--- src/rtl/apb_master_bridge.sv ---
// apb_master_bridge: single-command APB requester with one-hot register select
// and a wait-state timeout that aborts transfers the slave never acknowledges.
module apb_master_bridge #(
  parameter int AW      = 8,
  parameter int DW      = 8,
  parameter int TIMEOUT = 16
) (
  input  logic          pclk,
  input  logic          preset_n,
  input  logic          cmd_valid,
  output logic          cmd_ready,
  input  logic          cmd_write,
  input  logic [AW-1:0] cmd_addr,
  input  logic [DW-1:0] cmd_wdata,
  output logic          psel,
  output logic          penable,
  output logic          pwrite,
  output logic [AW-1:0] paddr,
  output logic [DW-1:0] pwdata,
  output logic [7:0]    select_reg,
  input  logic [DW-1:0] prdata,
  input  logic          pready,
  input  logic          pslverr,
  output logic          rsp_valid,
  output logic          rsp_err,
  output logic          rsp_timeout,
  output logic [DW-1:0] rsp_rdata
);
  localparam int CW = $clog2(TIMEOUT + 1);
  typedef enum logic [1:0] {IDLE, SETUP, ACCESS, RESP} state_t;
  state_t        state_q, state_d;
  logic          psel_q, psel_d, penable_q, penable_d, pwrite_q, pwrite_d;
  logic [AW-1:0] paddr_q, paddr_d;
  logic [DW-1:0] pwdata_q, pwdata_d, rsp_rdata_q, rsp_rdata_d;
  logic          rsp_valid_q, rsp_valid_d, rsp_err_q, rsp_err_d, rsp_timeout_q, rsp_timeout_d;
  logic [CW-1:0] cnt_q, cnt_d;
  logic          expire;
  assign expire = (state_q == ACCESS) && !pready && (cnt_q == CW'(TIMEOUT - 1));
  always_ff @(posedge pclk or negedge preset_n) begin
    if (!preset_n) begin
      state_q       <= IDLE;
      psel_q        <= 1'b0;
      penable_q     <= 1'b0;
      pwrite_q      <= 1'b0;
      paddr_q       <= '0;
      pwdata_q      <= '0;
      rsp_valid_q   <= 1'b0;
      rsp_err_q     <= 1'b0;
      rsp_timeout_q <= 1'b0;
      rsp_rdata_q   <= '0;
      cnt_q         <= '0;
    end else begin
      state_q       <= state_d;
      psel_q        <= psel_d;
      penable_q     <= penable_d;
      pwrite_q      <= pwrite_d;
      paddr_q       <= paddr_d;
      pwdata_q      <= pwdata_d;
      rsp_valid_q   <= rsp_valid_d;
      rsp_err_q     <= rsp_err_d;
      rsp_timeout_q <= rsp_timeout_d;
      rsp_rdata_q   <= rsp_rdata_d;
      cnt_q         <= cnt_d;
    end
  end
  always_comb begin
    state_d = (state_q == IDLE)   ? (cmd_valid ? SETUP : IDLE) :
              (state_q == SETUP)  ? ACCESS :
              (state_q == ACCESS) ? ((pready || expire) ? RESP : ACCESS) :
                                    IDLE;
  end
  always_comb begin
    psel_d        = psel_q;
    penable_d     = penable_q;
    pwrite_d      = pwrite_q;
    paddr_d       = paddr_q;
    pwdata_d      = pwdata_q;
    cnt_d         = cnt_q;
    rsp_valid_d   = 1'b0;
    rsp_err_d     = 1'b0;
    rsp_timeout_d = 1'b0;
    rsp_rdata_d   = '0;
    case (state_q)
      IDLE: if (cmd_valid) begin
        psel_d   = 1'b1;
        pwrite_d = cmd_write;
        paddr_d  = cmd_addr;
        pwdata_d = cmd_wdata;
        cnt_d    = '0;
      end
      SETUP: penable_d = 1'b1;
      ACCESS: if (pready) begin
        psel_d      = 1'b0;
        penable_d   = 1'b0;
        rsp_valid_d = 1'b1;
        rsp_err_d   = pslverr;
        rsp_rdata_d = pwrite_q ? '0 : prdata;
      end else begin
        cnt_d = cnt_q + CW'(1);
        // slave never answered: release the bus and report the abort
        if (expire) begin
          psel_d        = 1'b0;
          penable_d     = 1'b0;
          rsp_valid_d   = 1'b1;
          rsp_err_d     = 1'b1;
          rsp_timeout_d = 1'b1;
        end
      end
      default: ;
    endcase
  end
  assign cmd_ready   = (state_q == IDLE);
  assign select_reg  = (psel_q && ((paddr_q >> 3) == '0)) ? (8'd1 << paddr_q[2:0]) : 8'd0;
  assign psel        = psel_q;
  assign penable     = penable_q;
  assign pwrite      = pwrite_q;
  assign paddr       = paddr_q;
  assign pwdata      = pwdata_q;
  assign rsp_valid   = rsp_valid_q;
  assign rsp_err     = rsp_err_q;
  assign rsp_timeout = rsp_timeout_q;
  assign rsp_rdata   = rsp_rdata_q;
endmodule

--- config.mk ---
export PLATFORM = sky130hd
export DESIGN_NAME = apb_master_bridge
export DESIGN_NICKNAME = d
export VERILOG_FILES = /design/src/rtl/apb_master_bridge.sv
export SDC_FILE = /design/constraint.sdc
export NUM_CORES = 1
export LEC_CHECK = 0
export CAP_MARGIN = 20
export CORE_MARGIN = 1.5
export CORE_UTILIZATION = 53
export CTS_BUF_LIST = sky130_fd_sc_hd__clkbuf_4 sky130_fd_sc_hd__clkbuf_8
export DETAILED_ROUTE_END_ITERATION = 8
export DONT_BUFFER_PORTS = 1
export PLACE_DENSITY = 0.68
export SYNTH_ARGS = -nofsm -noshare
export SYNTH_HDL_FRONTEND = slang
export SYNTH_SLANG_ARGS = --single-unit
export TNS_END_PERCENT = 20
--- constraint.sdc ---
create_clock -name pclk -period 2.4 [get_ports pclk]
set_clock_uncertainty 0.05 [all_clocks]
set_input_delay 0.36 -clock pclk [delete_from_list [all_inputs] [get_ports pclk]]
set_output_delay 0.36 -clock pclk [all_outputs]
set_load 0.02 [all_outputs]
==> summary.txt, run 1 <==
Floorplanning
  • Width of the die: 57.5 um
  • Initial Util: around 57%
  • Core area: ~2800 um2
  • Row count: 19
  • Die Height: 57.5 um
  • # IOs: 69
  • Die area: 3300 um2

STA
  • Max-slew violations: 0
  • Period utilization: between 90% and 100%
  • Max frequency: between 0.4 and 0.5 GHz
  • Worst Max-Slew Pin Slew: 0.428 ns
  • Hold Vio Cnt, Final: 0
  • Number of setup violations in the final report: 0
  • Shortest period the worst path allows: about 2.2 ns
  • Total negative slack: 0 ns
  • Unrepaired setup endpoints after global routing: false
  • Fin Hold WS: 0.0287 ns
  • Slew headroom: between 70 and 80%
  • Setup WS post-layout: ~0.19 ns

Synth
  • Yosys reg bits: 37
  • Top post-synthesis cells by count: dfrtp_1, mux2_2, and2_1, nand2_1, nor2_1
  • Synth area leaders: dfrtp_1, mux2_2, ha_1, and2_1, nand2_1
  • Post-synthesis cell count: 126
  • Ys Warns: 0
  • Async SR Flop Fraction: between 90% and 100%
  • Post-Syn Area per Cell: 12.5 um2
  • Syn_nets: roughly 160
  • Seq/Total Area, Yosys: about three fifths
  • Yosys top cell area share: 58.9%
  • Area leader, netlist: dfrtp_1
  • Main synth FF type: dfrtp_1
  • Post-synth EDFFs: 0
  • Count leader, synth: dfrtp_1
  • Yosys cell types: 28
  • Post-synthesis instance area: about 1600 um2

Detailed routing
  • Wirelength, routed: ~2.5 mm
  • DR iter-0 viols: 15
  • DR vias: around 950
  • First-pass detailed-route iteration total: 4
  • Vias per inst: 5.73
  • Wire per inst: ~15 um
  • Post-route DRC: 0
  • Antenna-violating nets left: 0

Power
  • Sw frac: 40.8%
  • Comb pwr share: around 25%
  • Pwr/cell area: 1260 nW/um2
  • Max VDD drop: between 0.9 and 1 mV
  • Clock power frac: between 10% and 20%
  • Psw: a little under 0.9 mW
  • P_int: 1.27 mW
  • Leak Pwr: 0.784 nW
  • Seq pwr share: 59.4%

Global route
  • Initial antenna violation count: 0
  • First-pass GRT wire length: about 4 mm
  • Pin count of the biggest net entering global routing: 38
  • Vias in the first global route: 924
  • GRT overflow: 0
  • Total track usage: between 10% and 20%

Run
  • Maxcap violations: 0

Hold path
  • Hold_sp: pready
  • Worst Hold End: rsp_timeout
  • Hold depth: 1
  • Min-delay worst type: in -> reg

Clocking
  • TritonCTS Sinks: 37
  • Root buffer cell: clkbuf_4
  • Num CTS Buffers: 5
  • Post-CTS setup buffer count: 0
  • H-tree depth: 2
  • Clock Latency Late Sink: around 0.32 ns
  • CTS tree: yes
  • Post-cts sizing count: 0
  • Clock-pin slew on the worst setup and hold paths: 0.11 ns
  • CTS Buffer Depth: 2

Setup path
  • Terminus of the critical flop-to-flop path: cnt_q[2]
  • CP Class: reg -> out
  • Cell family with most CP delay: simple AND/OR/NAND/NOR gates
  • CP Capture Type: primary output
  • Critical Path Max Stage Delay: 0.47 ns
  • Critical Path Source: paddr[4]
  • Crit path max fanout: 4
  • Data arrival, critical path: 1.80 ns
  • Reg2reg start: state_q[0]
  • Worst Path Buf+Inv: 0
  • Reg-to-reg slack, setup: just over 0.7 ns
  • Slowest-stage cell, CP: dfrtp_1
  • Worst path cell trace: nor4_1, nand3b_1, nor2_1
  • Crit path launch type: flop
  • CP required: 1.99 ns
  • R2r worst-path depth: 5

Placement
  • RD Place Congestion: between 0.7 and 0.8
  • Area after DPL: 1600 um2
  • DP Worst Slack: roughly 0.55 ns
  • Number of port buffers: 0
  • Post-DP HPWL: approximately 1.9 mm

Layout
  • Layout net count: around 170
  • Area grow syn2layout: 7.72%
  • Fill count: 230
  • Fraction of layout cells with a size suffix above 1: around 22%
  • Ant diodes: 0
  • Design area: between 1500 and 2000 um2

Outcome
  • Outcome: completed
==> layer usage <==
metal  GRT usage (%)  up-vias  wire length [um]
li1                -      445                 -
met1            19.8      456               998
met2            25.5       39              1300
met3            5.90        5               192
met4            8.97        0                41
met5               0        -                 0
==> cell type report <==
| cell class | instances | area, um2 | share of cell area [%] |
|---|---|---|---|
| Sequential cell | 37 | 926 | 54.7 |
| Tap cell | 31 | 38.8 | 2.29 |
| Multi-Input combinational cell | 80 | 602 | 35.6 |
| Timing Repair Buffer | 4 | 45.0 | 2.66 |
| Clock inverter | 1 | 7.51 | 0.443 |
| Inverter | 6 | 22.5 | 1.33 |
| Clock buffer | 6 | 51.3 | 3.03 |
==> per-stage QoR <==
| stage | cells | power, mW | util [%] |
|---|---|---|---|
| after floorplan | 126 | 1.71 | - |
| final | 165 | 2.14 | 60.9 |
| after global placement | 156 | 1.80 | 57.7 |
| after CTS | 165 | 2.17 | 60.9 |
| after global routing | 165 | 2.28 | 60.9 |
| after detailed placement | 156 | 1.82 | 57.7 |
==> state kept, by name, summed over array words and instances, names as in the netlist <==
signal and flops:
paddr 8, pwrite 1, rsp_err 1, state_q 2, rsp_timeout 1, penable 1, rsp_rdata 8, cnt_q 5
rsp_valid 1, psel 1, pwdata 8
==> repair_timing <==
action / CTS / global route
setup endpoints to repair: 0 / 0
endpoints found under the hold margin: 37 / 0
hold buffers: 2 / 0
==> cells in the final DEF, fill, tap and decap left out <==
cell | netlist | routed
a21oi_1 | 1 | 1
a22o_1 | 3 | 3
and2_1 | 8 | 8
and3_1 | 1 | 1
and3b_1 | 1 | 1
buf_12 | 0 | 1
buf_4 | 0 | 2
clkbuf_4 | 0 | 5
clkbuf_8 | 0 | 1
clkinvlp_4 | 0 | 1
dfrtp_1 | 37 | 37
dlygate4sd3_1 | 0 | 1
ha_1 | 5 | 5
inv_1 | 6 | 6
mux2_2 | 17 | 17
mux2i_1 | 1 | 1
nand2_1 | 8 | 8
nand2_4 | 1 | 1
nand2b_1 | 4 | 4
nand3_1 | 5 | 5
nand3b_1 | 1 | 1
nand4b_1 | 1 | 1
nor2_1 | 7 | 7
nor2b_1 | 1 | 1
nor2b_4 | 1 | 1
nor3_1 | 2 | 2
nor4_1 | 1 | 1
o21ai_0 | 5 | 5
o21ai_1 | 1 | 1
o31ai_1 | 2 | 2
or2_0 | 1 | 1
or4b_1 | 2 | 2
==> worst max path at each step <==
stage / end / depth (start not counted) / slack (ns)
after floorplan: select_reg[1] / 3 / 0.54
after global placement: select_reg[3] / 3 / 0.60
after detailed placement: select_reg[4] / 3 / 0.55
after CTS: select_reg[4] / 3 / 0.18
after global routing: select_reg[0] / 4 / 0.06
final: select_reg[4] / 3 / 0.19
==> kinds of logic (layout without fill, tap and decap cells) <==
group                      after synthesis  count (layout)  share of synthesized area, %
AOI/OAI and AO/OA                       12              12                          4.86
adders and majority gates                5               5                          3.98
buffers and inverters                    9              17                          2.79
DFF                                     37              37                          58.9
muxes                                   18              18                          12.8
and+or+nand+nor                         45              45                          16.6
==> power by group through the flow <==
stage               combinational, mW  sequential [mW]  clock (mW)
floorplan                       0.474             1.24           0
global placement                0.514             1.28           0
detailed placement              0.537             1.29           0
CTS                             0.554             1.28       0.337
global route                    0.610             1.31       0.361
finish                          0.544             1.27       0.325
No activity file was read; power rests on OpenSTA's default activity.
==> run 2, diff against run 1 <==
- SKIP_LAST_GASP: default -> 1
==> results of run 2 <==
The final DEF is identical to that of run 1; final timing and power are the same.
